**src/rtl/ysyx_22050550_axi_arbiter.sv**
```systemverilog
// Purpose : shares one AXI4 master port between the IFU (read only) and the LSU (read + write).
//           Reads are round-robin arbitrated; LSU writes are forwarded one transaction at a time.
// Latency : 1 cycle to grant a read; ar/r/aw/w/b are combinational pass-through once owned.
// Backpr. : ready/valid pass straight through to the owner; non-owners see valid = ready = 0.
// Ports   : io_ifu_ar/r  - IFU read master
//           io_lsu_ar/r, io_lsu_aw/w/b - LSU read and write master
//           io_axi_*     - downstream AXI master port (directions mirrored)
module ysyx_22050550_axi_arbiter #(
    parameter int ADDR_W = 64,
    parameter int DATA_W = 64
) (
    input  logic                clock,
    input  logic                reset,
    // IFU read
    input  logic                io_ifu_ar_valid,
    output logic                io_ifu_ar_ready,
    input  logic [ADDR_W-1:0]   io_ifu_ar_addr,
    input  logic [7:0]          io_ifu_ar_len,
    input  logic [2:0]          io_ifu_ar_size,
    input  logic [1:0]          io_ifu_ar_burst,
    output logic                io_ifu_r_valid,
    input  logic                io_ifu_r_ready,
    output logic [DATA_W-1:0]   io_ifu_r_data,
    output logic [1:0]          io_ifu_r_resp,
    output logic                io_ifu_r_last,
    // LSU read
    input  logic                io_lsu_ar_valid,
    output logic                io_lsu_ar_ready,
    input  logic [ADDR_W-1:0]   io_lsu_ar_addr,
    input  logic [7:0]          io_lsu_ar_len,
    input  logic [2:0]          io_lsu_ar_size,
    input  logic [1:0]          io_lsu_ar_burst,
    output logic                io_lsu_r_valid,
    input  logic                io_lsu_r_ready,
    output logic [DATA_W-1:0]   io_lsu_r_data,
    output logic [1:0]          io_lsu_r_resp,
    output logic                io_lsu_r_last,
    // LSU write
    input  logic                io_lsu_aw_valid,
    output logic                io_lsu_aw_ready,
    input  logic [ADDR_W-1:0]   io_lsu_aw_addr,
    input  logic [7:0]          io_lsu_aw_len,
    input  logic [2:0]          io_lsu_aw_size,
    input  logic [1:0]          io_lsu_aw_burst,
    input  logic                io_lsu_w_valid,
    output logic                io_lsu_w_ready,
    input  logic [DATA_W-1:0]   io_lsu_w_data,
    input  logic [DATA_W/8-1:0] io_lsu_w_strb,
    input  logic                io_lsu_w_last,
    output logic                io_lsu_b_valid,
    input  logic                io_lsu_b_ready,
    output logic [1:0]          io_lsu_b_resp,
    // downstream AXI
    output logic                io_axi_ar_valid,
    input  logic                io_axi_ar_ready,
    output logic [ADDR_W-1:0]   io_axi_ar_addr,
    output logic [7:0]          io_axi_ar_len,
    output logic [2:0]          io_axi_ar_size,
    output logic [1:0]          io_axi_ar_burst,
    input  logic                io_axi_r_valid,
    output logic                io_axi_r_ready,
    input  logic [DATA_W-1:0]   io_axi_r_data,
    input  logic [1:0]          io_axi_r_resp,
    input  logic                io_axi_r_last,
    output logic                io_axi_aw_valid,
    input  logic                io_axi_aw_ready,
    output logic [ADDR_W-1:0]   io_axi_aw_addr,
    output logic [7:0]          io_axi_aw_len,
    output logic [2:0]          io_axi_aw_size,
    output logic [1:0]          io_axi_aw_burst,
    output logic                io_axi_w_valid,
    input  logic                io_axi_w_ready,
    output logic [DATA_W-1:0]   io_axi_w_data,
    output logic [DATA_W/8-1:0] io_axi_w_strb,
    output logic                io_axi_w_last,
    input  logic                io_axi_b_valid,
    output logic                io_axi_b_ready,
    input  logic [1:0]          io_axi_b_resp
);

    localparam logic [1:0] R_IDLE = 2'd0;
    localparam logic [1:0] R_ADDR = 2'd1;
    localparam logic [1:0] R_DATA = 2'd2;

    localparam logic [1:0] W_IDLE = 2'd0;
    localparam logic [1:0] W_ADDR = 2'd1;
    localparam logic [1:0] W_DATA = 2'd2;
    localparam logic [1:0] W_RESP = 2'd3;

    logic [1:0] r_rstate;
    logic [1:0] r_wstate;
    logic       r_gnt;      // read owner: 0 = IFU, 1 = LSU
    logic       r_last;     // previous read grantee

    // LSU reads wait for any in-flight LSU write so its accesses stay ordered.
    logic w_lsu_elig;
    logic w_any_req;
    logic w_next_gnt;
    logic w_lsu_win;

    assign w_lsu_elig = io_lsu_ar_valid && (r_wstate == W_IDLE);
    assign w_any_req  = io_ifu_ar_valid || w_lsu_elig;
    assign w_next_gnt = (io_ifu_ar_valid && w_lsu_elig) ? ~r_last : w_lsu_elig;
    // A read granted to the LSU this cycle takes precedence over a new LSU write.
    assign w_lsu_win  = (r_rstate == R_IDLE) && w_any_req && w_next_gnt;

    always_ff @(posedge clock or negedge reset) begin
        if (!reset) begin
            r_rstate <= R_IDLE;
            r_gnt    <= 1'b0;
            r_last   <= 1'b1;
        end else begin
            case (r_rstate)
                R_IDLE: if (w_any_req) begin
                    r_gnt    <= w_next_gnt;
                    r_last   <= w_next_gnt;
                    r_rstate <= R_ADDR;
                end
                R_ADDR: if (io_axi_ar_valid && io_axi_ar_ready) r_rstate <= R_DATA;
                R_DATA: if (io_axi_r_valid && io_axi_r_ready && io_axi_r_last) r_rstate <= R_IDLE;
                default: r_rstate <= R_IDLE;
            endcase
        end
    end

    always_ff @(posedge clock or negedge reset) begin
        if (!reset) begin
            r_wstate <= W_IDLE;
        end else begin
            case (r_wstate)
                W_IDLE: if (io_lsu_aw_valid && !w_lsu_win) r_wstate <= W_ADDR;
                W_ADDR: if (io_axi_aw_valid && io_axi_aw_ready) r_wstate <= W_DATA;
                W_DATA: if (io_axi_w_valid && io_axi_w_ready && io_axi_w_last) r_wstate <= W_RESP;
                W_RESP: if (io_axi_b_valid && io_axi_b_ready) r_wstate <= W_IDLE;
                default: r_wstate <= W_IDLE;
            endcase
        end
    end

    // Read path mux: everything not owned is held at zero.
    always_comb begin
        io_axi_ar_valid = 1'b0;
        io_axi_ar_addr  = '0;
        io_axi_ar_len   = '0;
        io_axi_ar_size  = '0;
        io_axi_ar_burst = '0;
        io_ifu_ar_ready = 1'b0;
        io_lsu_ar_ready = 1'b0;
        io_axi_r_ready  = 1'b0;
        io_ifu_r_valid  = 1'b0;
        io_ifu_r_data   = '0;
        io_ifu_r_resp   = '0;
        io_ifu_r_last   = 1'b0;
        io_lsu_r_valid  = 1'b0;
        io_lsu_r_data   = '0;
        io_lsu_r_resp   = '0;
        io_lsu_r_last   = 1'b0;
        if (r_rstate == R_ADDR) begin
            if (r_gnt) begin
                io_axi_ar_valid = io_lsu_ar_valid;
                io_axi_ar_addr  = io_lsu_ar_addr;
                io_axi_ar_len   = io_lsu_ar_len;
                io_axi_ar_size  = io_lsu_ar_size;
                io_axi_ar_burst = io_lsu_ar_burst;
                io_lsu_ar_ready = io_axi_ar_ready;
            end else begin
                io_axi_ar_valid = io_ifu_ar_valid;
                io_axi_ar_addr  = io_ifu_ar_addr;
                io_axi_ar_len   = io_ifu_ar_len;
                io_axi_ar_size  = io_ifu_ar_size;
                io_axi_ar_burst = io_ifu_ar_burst;
                io_ifu_ar_ready = io_axi_ar_ready;
            end
        end
        if (r_rstate == R_DATA) begin
            if (r_gnt) begin
                io_lsu_r_valid = io_axi_r_valid;
                io_lsu_r_data  = io_axi_r_data;
                io_lsu_r_resp  = io_axi_r_resp;
                io_lsu_r_last  = io_axi_r_last;
                io_axi_r_ready = io_lsu_r_ready;
            end else begin
                io_ifu_r_valid = io_axi_r_valid;
                io_ifu_r_data  = io_axi_r_data;
                io_ifu_r_resp  = io_axi_r_resp;
                io_ifu_r_last  = io_axi_r_last;
                io_axi_r_ready = io_ifu_r_ready;
            end
        end
    end

    // Write path: only the channel matching the current write phase is open.
    always_comb begin
        io_axi_aw_valid = 1'b0;
        io_axi_aw_addr  = '0;
        io_axi_aw_len   = '0;
        io_axi_aw_size  = '0;
        io_axi_aw_burst = '0;
        io_lsu_aw_ready = 1'b0;
        io_axi_w_valid  = 1'b0;
        io_axi_w_data   = '0;
        io_axi_w_strb   = '0;
        io_axi_w_last   = 1'b0;
        io_lsu_w_ready  = 1'b0;
        io_lsu_b_valid  = 1'b0;
        io_lsu_b_resp   = '0;
        io_axi_b_ready  = 1'b0;
        case (r_wstate)
            W_ADDR: begin
                io_axi_aw_valid = io_lsu_aw_valid;
                io_axi_aw_addr  = io_lsu_aw_addr;
                io_axi_aw_len   = io_lsu_aw_len;
                io_axi_aw_size  = io_lsu_aw_size;
                io_axi_aw_burst = io_lsu_aw_burst;
                io_lsu_aw_ready = io_axi_aw_ready;
            end
            W_DATA: begin
                io_axi_w_valid  = io_lsu_w_valid;
                io_axi_w_data   = io_lsu_w_data;
                io_axi_w_strb   = io_lsu_w_strb;
                io_axi_w_last   = io_lsu_w_last;
                io_lsu_w_ready  = io_axi_w_ready;
            end
            W_RESP: begin
                io_lsu_b_valid  = io_axi_b_valid;
                io_lsu_b_resp   = io_axi_b_resp;
                io_axi_b_ready  = io_lsu_b_ready;
            end
            default: ;
        endcase
    end

endmodule

```
**config.mk**
```make
export PLATFORM = sky130hd
export DESIGN_NAME = ysyx_22050550_axi_arbiter
export DESIGN_NICKNAME = d
export VERILOG_FILES = /design/src/rtl/ysyx_22050550_axi_arbiter.sv
export SDC_FILE = /design/constraint.sdc
export NUM_CORES = 1
export LEC_CHECK = 0
export ABC_CLOCK_PERIOD_IN_PS = 3900
export CAP_MARGIN = 20
export CORE_AREA = 2 2 300 302
export CTS_BUF_LIST = sky130_fd_sc_hd__clkbuf_4
export DETAILED_ROUTE_END_ITERATION = 6
export DIE_AREA = 0 0 302 304
export HOLD_SLACK_MARGIN = 0.05
export PLACE_DENSITY = 0.39
export SETUP_SLACK_MARGIN = 0.4
export SLEW_MARGIN = 40
export SYNTH_ARGS = -nofsm -noshare
export SYNTH_HDL_FRONTEND = slang
export SYNTH_SLANG_ARGS = --single-unit
```
**constraint.sdc**
```tcl
create_clock -name clock -period 3.9 [get_ports clock]
set_input_delay 0.975 -clock clock [delete_from_list [all_inputs] [get_ports clock]]
set_output_delay 0.975 -clock clock [all_outputs]
set_load 0.02 [all_outputs]
```
# After elaboration in Yosys (flattened, before gate mapping)
# Index checks and enable logic that the tools add are counted.
# classes
add_sub_neg	0
mul	0
div	0
order_cmp	0
eq_ne	12
shifts	0
n_mux	56
bitwise	1
n_reduce_logical	19
# op_table
operator	count
64-bit 2-to-1 mux	8
8-bit 2-to-1 mux	4
2-bit 2-to-1 mux	15
1-bit 2-to-1 mux	24
1-bit logical AND	12
2-bit != test (second input constant)	6
3-bit 2-to-1 mux	3
2-bit case mux with 4 select lines	1
2-bit equality test (second input constant)	3
2-bit case mux with 3 select lines	1
2-bit by 1-bit equality test with 1-bit output (second input constant)	2
2-bit logical NOT	2
4-bit AND reduction	1
3-bit AND reduction	1
2-bit by 1-bit != test with 1-bit output (second input constant)	1
2-bit AND reduction	1
1-bit logical NOT	1
1-bit logical OR	1
1-bit inverter	1
# word_totals
register_bits	6
latchBits	0
mem_bits_rw	0
mem_bits_ro	0
input_bits	387
elab_cells	92
n_memories	0

# Logic depth before layout (Yosys ltp)
# Gate-level depths: netlist of run 1.
# depth
word_depth	9
mapped_depth	5

# Worst setup path after synthesis of run 1
# Ideal clock, no wire load.
# synth_timing
kind	input to output
from	input port io_axi_ar_ready
to	output port io_ifu_ar_ready
arrival_time_ps	1496
required_ps	2925
slack_ps	1429
stages	1
path_buffers	0
cell_sequence	nor3b_1
# synth_via
elab_chain_len	2
# synth_rtl
element	line_no	text
from (decl)	55	input logic io_axi_ar_ready,
1-bit 2-to-1 mux	159	if (r_gnt) begin
1-bit 2-to-1 mux	158	if (r_rstate == R_ADDR) begin
to (decl)	16	output logic io_ifu_ar_ready,
# Every way passes these cells.

# Final worst setup path of run 1
# layout_timing
from	input port io_axi_ar_ready
to	output port io_lsu_ar_ready
# layout_via
elab_chain_len	2
# layout_rtl
element	line_no	text
1-bit 2-to-1 mux	159	
1-bit 2-to-1 mux	158	
to (decl)	28	output logic io_lsu_ar_ready,
# Every way passes these cells.

==> flow_summary.json, run 1 <==
{
  "cts.sinks": 6,
  "antenna_left": 0,
  "max_cap_violations": 0,
  "cts.htree.levels": 1,
  "netlist_instances": 544,
  "firstDrtPassIters": 4,
  "fin_util": 0.148,
  "critical_path_buf_inv_count": 3,
  "dpl.hpwl_mm": 39.1,
  "cp_data_required_time_ns": 2.92,
  "drive_gt1_frac": 0.0698,
  "peakVddDrop_mv": 0.340,
  "syn-num-nets": 935,
  "synthDistinctLibCells": 29,
  "ys_seq_area_frac": 0.0425,
  "grt_pass1_wl_mm": 56.0,
  "clk_pin_slew_worst_paths_ns": 0.04,
  "grt_pass1_vias": 6925,
  "tightest_slew_ns": 0.675,
  "dpl_worst_slack_ns": 0.429,
  "drc": 0,
  "setup_tns_ns": 0,
  "grt_usage": 0.0870,
  "yosysWarningCount": 0,
  "area_growth_pct": 270,
  "fin_skew_ns": 0.00231,
  "synth-seq-cells": 6,
  "clock.fmax_mhz": 297,
  "slew_headroom": 0.549,
  "period_minus_slack_ns": 3.37,
  "rsz0062_at_grt": "false",
  "end_kind": "output port",
  "finalHoldViolCount": 0,
  "crit_arrival_ns": 2.39,
  "cts_buffers": 3,
  "drt_iter0_markers": 197,
  "wl_per_cell_um": 17.8,
  "io_buffers": 761,
  "leakagePower_nw": 4.68,
  "hold_buffers": 0,
  "chipWidth_um": 302,
  "max_stage_delay_ns": 0.65,
  "routed-via-count": 6599,
  "netlist.area_leader.share": 0.514,
  "layout_setup_ws_ns": 0.534,
  "antenna_found_initial": 12,
  "nNetsFinal": 1667,
  "powerDensity_mw_per_mm2": 440,
  "critPathMostFrequentCell": "clkdlybuf4s50_1",
  "status": "complete, no violations",
  "cts_tree": "built",
  "grt_max_degree": 74,
  "slowest_stage": "clkdlybuf4s50_1",
  "slew_viol_final": 0,
  "drt_wl_total_mm": 43.8,
  "clock_latency_ns": 0.24,
  "crit_family": "buffers and inverters",
  "holdCritPathClass": "reg -> reg",
  "viasPerCell": 2.69,
  "worstSetupStartpointType": "primary input",
  "place.gp.congestion": 0.930,
  "crit_path_cell_trace": "clkdlybuf4s50_1 > inv_1 > nor3_1 > clkdlybuf4s50_1",
  "gr-total-overflow": 0,
  "postSynthAreaPerCell_sq_um": 6.55,
  "cts.path.max_buffers": 2,
  "report.final.setup_viol": 0,
  "dieArea_sq_mm": 0.0918,
  "period_share": 0.863,
  "total_power_mw": 5.79,
  "io_pins": 762,
  "reg2reg_slack_ns": 1.89,
  "initial_core_util": 0.0400,
  "worstPathMaxFanout": 4,
  "core_area_sq_mm": 0.0890,
  "critical_path_class": "in -> out",
  "syn_area_sq_mm": 0.00356,
  "synth_area_leader_cell": "and2_1",
  "num_rows": 110,
  "yosys-top-cells-area": "and2_1 (51%), mux2i_1 (22%), nor2_1 (8.5%)",
  "die_y_um": 304,
  "clockRootBuffer": "clkbuf_4"
}
[routing by layer]
metal	routed length, um	vias up	track usage
met1	18300	2954	0.106
met4	317	2	0.0117
met3	4910	20	0.0310
met2	20300	459	0.149
li1	-	3164	-
met5	7	-	0
[cells by family (layout without fill, tap and decap cells)]
logic type,after synthesis,after routing,share of synthesized area
adders and majority gates,4,4,0.0140
muxes,81,81,0.229
buffers and inverters,53,783,0.0671
and+or+nand+nor,393,394,0.632
other,0,3,0
DFF,6,6,0.0425
AOI/OAI and AO/OA,7,7,0.0147
[worst register-to-register path, cell delays in order (launching register included)]
cell	delay, ns
dfrtp_1	0.42
ha_1	0.42
a222oi_1	0.51
nand3_1	0.21
mux2_4	0.34
[final timing paths]
path                                         startpoint                 endpoint  cells after the start
worst max-delay path                    io_axi_ar_ready          io_lsu_ar_ready                      4
worst min-delay path                 r_last$_DFFE_PN1N_       r_last$_DFFE_PN1N_                      1
worst max register to register  r_wstate[0]$_DFFE_PN0P_  r_wstate[1]$_DFFE_PN0P_                      4
worst min register to register       r_last$_DFFE_PN1N_       r_last$_DFFE_PN1N_                      1
max in group asynchronous                         reset       r_last$_DFFE_PN1N_                      1
min in group asynchronous                         reset        r_gnt$_DFFE_PN0N_                      1
[report_power, final]
part	internal, mW	switching [mW]	total (mW)	leakage (nW)
clock network	0.0457	0.0218	0.0674	0.0184
registers	0.0995	0.0695	0.169	0.0700
logic	2.65	2.91	5.55	4.59
total	2.79	3.00	5.79	4.68
[cell type report]
cell class | count | area, sq um
Fill cell | 10100 | 75900
Multi-Input combinational cell | 486 | 3210
Clock buffer | 4 | 30.0
Inverter | 5 | 18.8
Antenna cell | 3 | 7.51
Sequential cell | 6 | 155
Tap cell | 1176 | 1470
Timing Repair Buffer | 774 | 8280
[cell usage after synthesis]
library cell	n
nand2b_4	1
a21o_1	1
nor2b_1	1
buf_6	1
clkbuf_2	6
and2_2	1
nand2_1	7
a211oi_1	1
a222oi_1	1
mux2i_1	79
a311oi_1	1
and2_1	293
nor3b_1	1
nand4_1	1
nor3_1	1
clkbuf_1	25
ha_1	4
buf_2	14
dfrtp_1	5
dfstp_2	1
nor2_1	81
nor2_4	2
mux2_2	1
inv_1	5
nand2b_1	1
nand3_1	3
a31oi_1	3
buf_4	2
mux2_4	1
[sequential cells by signal, summed over array words and instances (netlist names)]
signal,cells
r_rstate,2
r_wstate,2
r_gnt,1
r_last,1
[what timing repair did]
item	4_1_cts	5_1_grt
gates resized for setup	1	2
buffers inserted	0	3
endpoints found under the setup margin	19	28
gates cloned	0	1
pin swaps	1	2
[through the flow]
stage	std cells	cell area [sq um]	hold WS (ns)
after floorplan	544	3560	0.505
final	2454	13200	0.533
after global placement	2443	13100	0.528
after CTS	2447	13100	0.532
after detailed placement	2443	13100	0.534
after global routing	2453	13200	0.552
[cell usage in the layout, fill, tap and decap left out, types with 2 or more instances in the layout]
cell,Yosys,final
nand3_1,3,3
nor2_1,81,81
ha_1,4,2
buf_12,0,57
clkdlybuf4s50_1,0,700
and2_1,293,293
a31oi_1,3,3
inv_1,5,5
nand2b_4,1,2
mux2i_1,79,79
buf_4,2,16
clkbuf_4,0,4
dfrtp_1,5,4
nand2_1,7,7
diode_2,0,3
nor2_4,2,3
No activity file was read; power rests on OpenSTA's default activity.
==> inputs of run 2 (changes only) <==
Settings changed: CTS_CLUSTER_DIAMETER set to 30.
==> results of run 2 <==
Same layout as run 1: the final DEF is identical, and so are final timing and power.
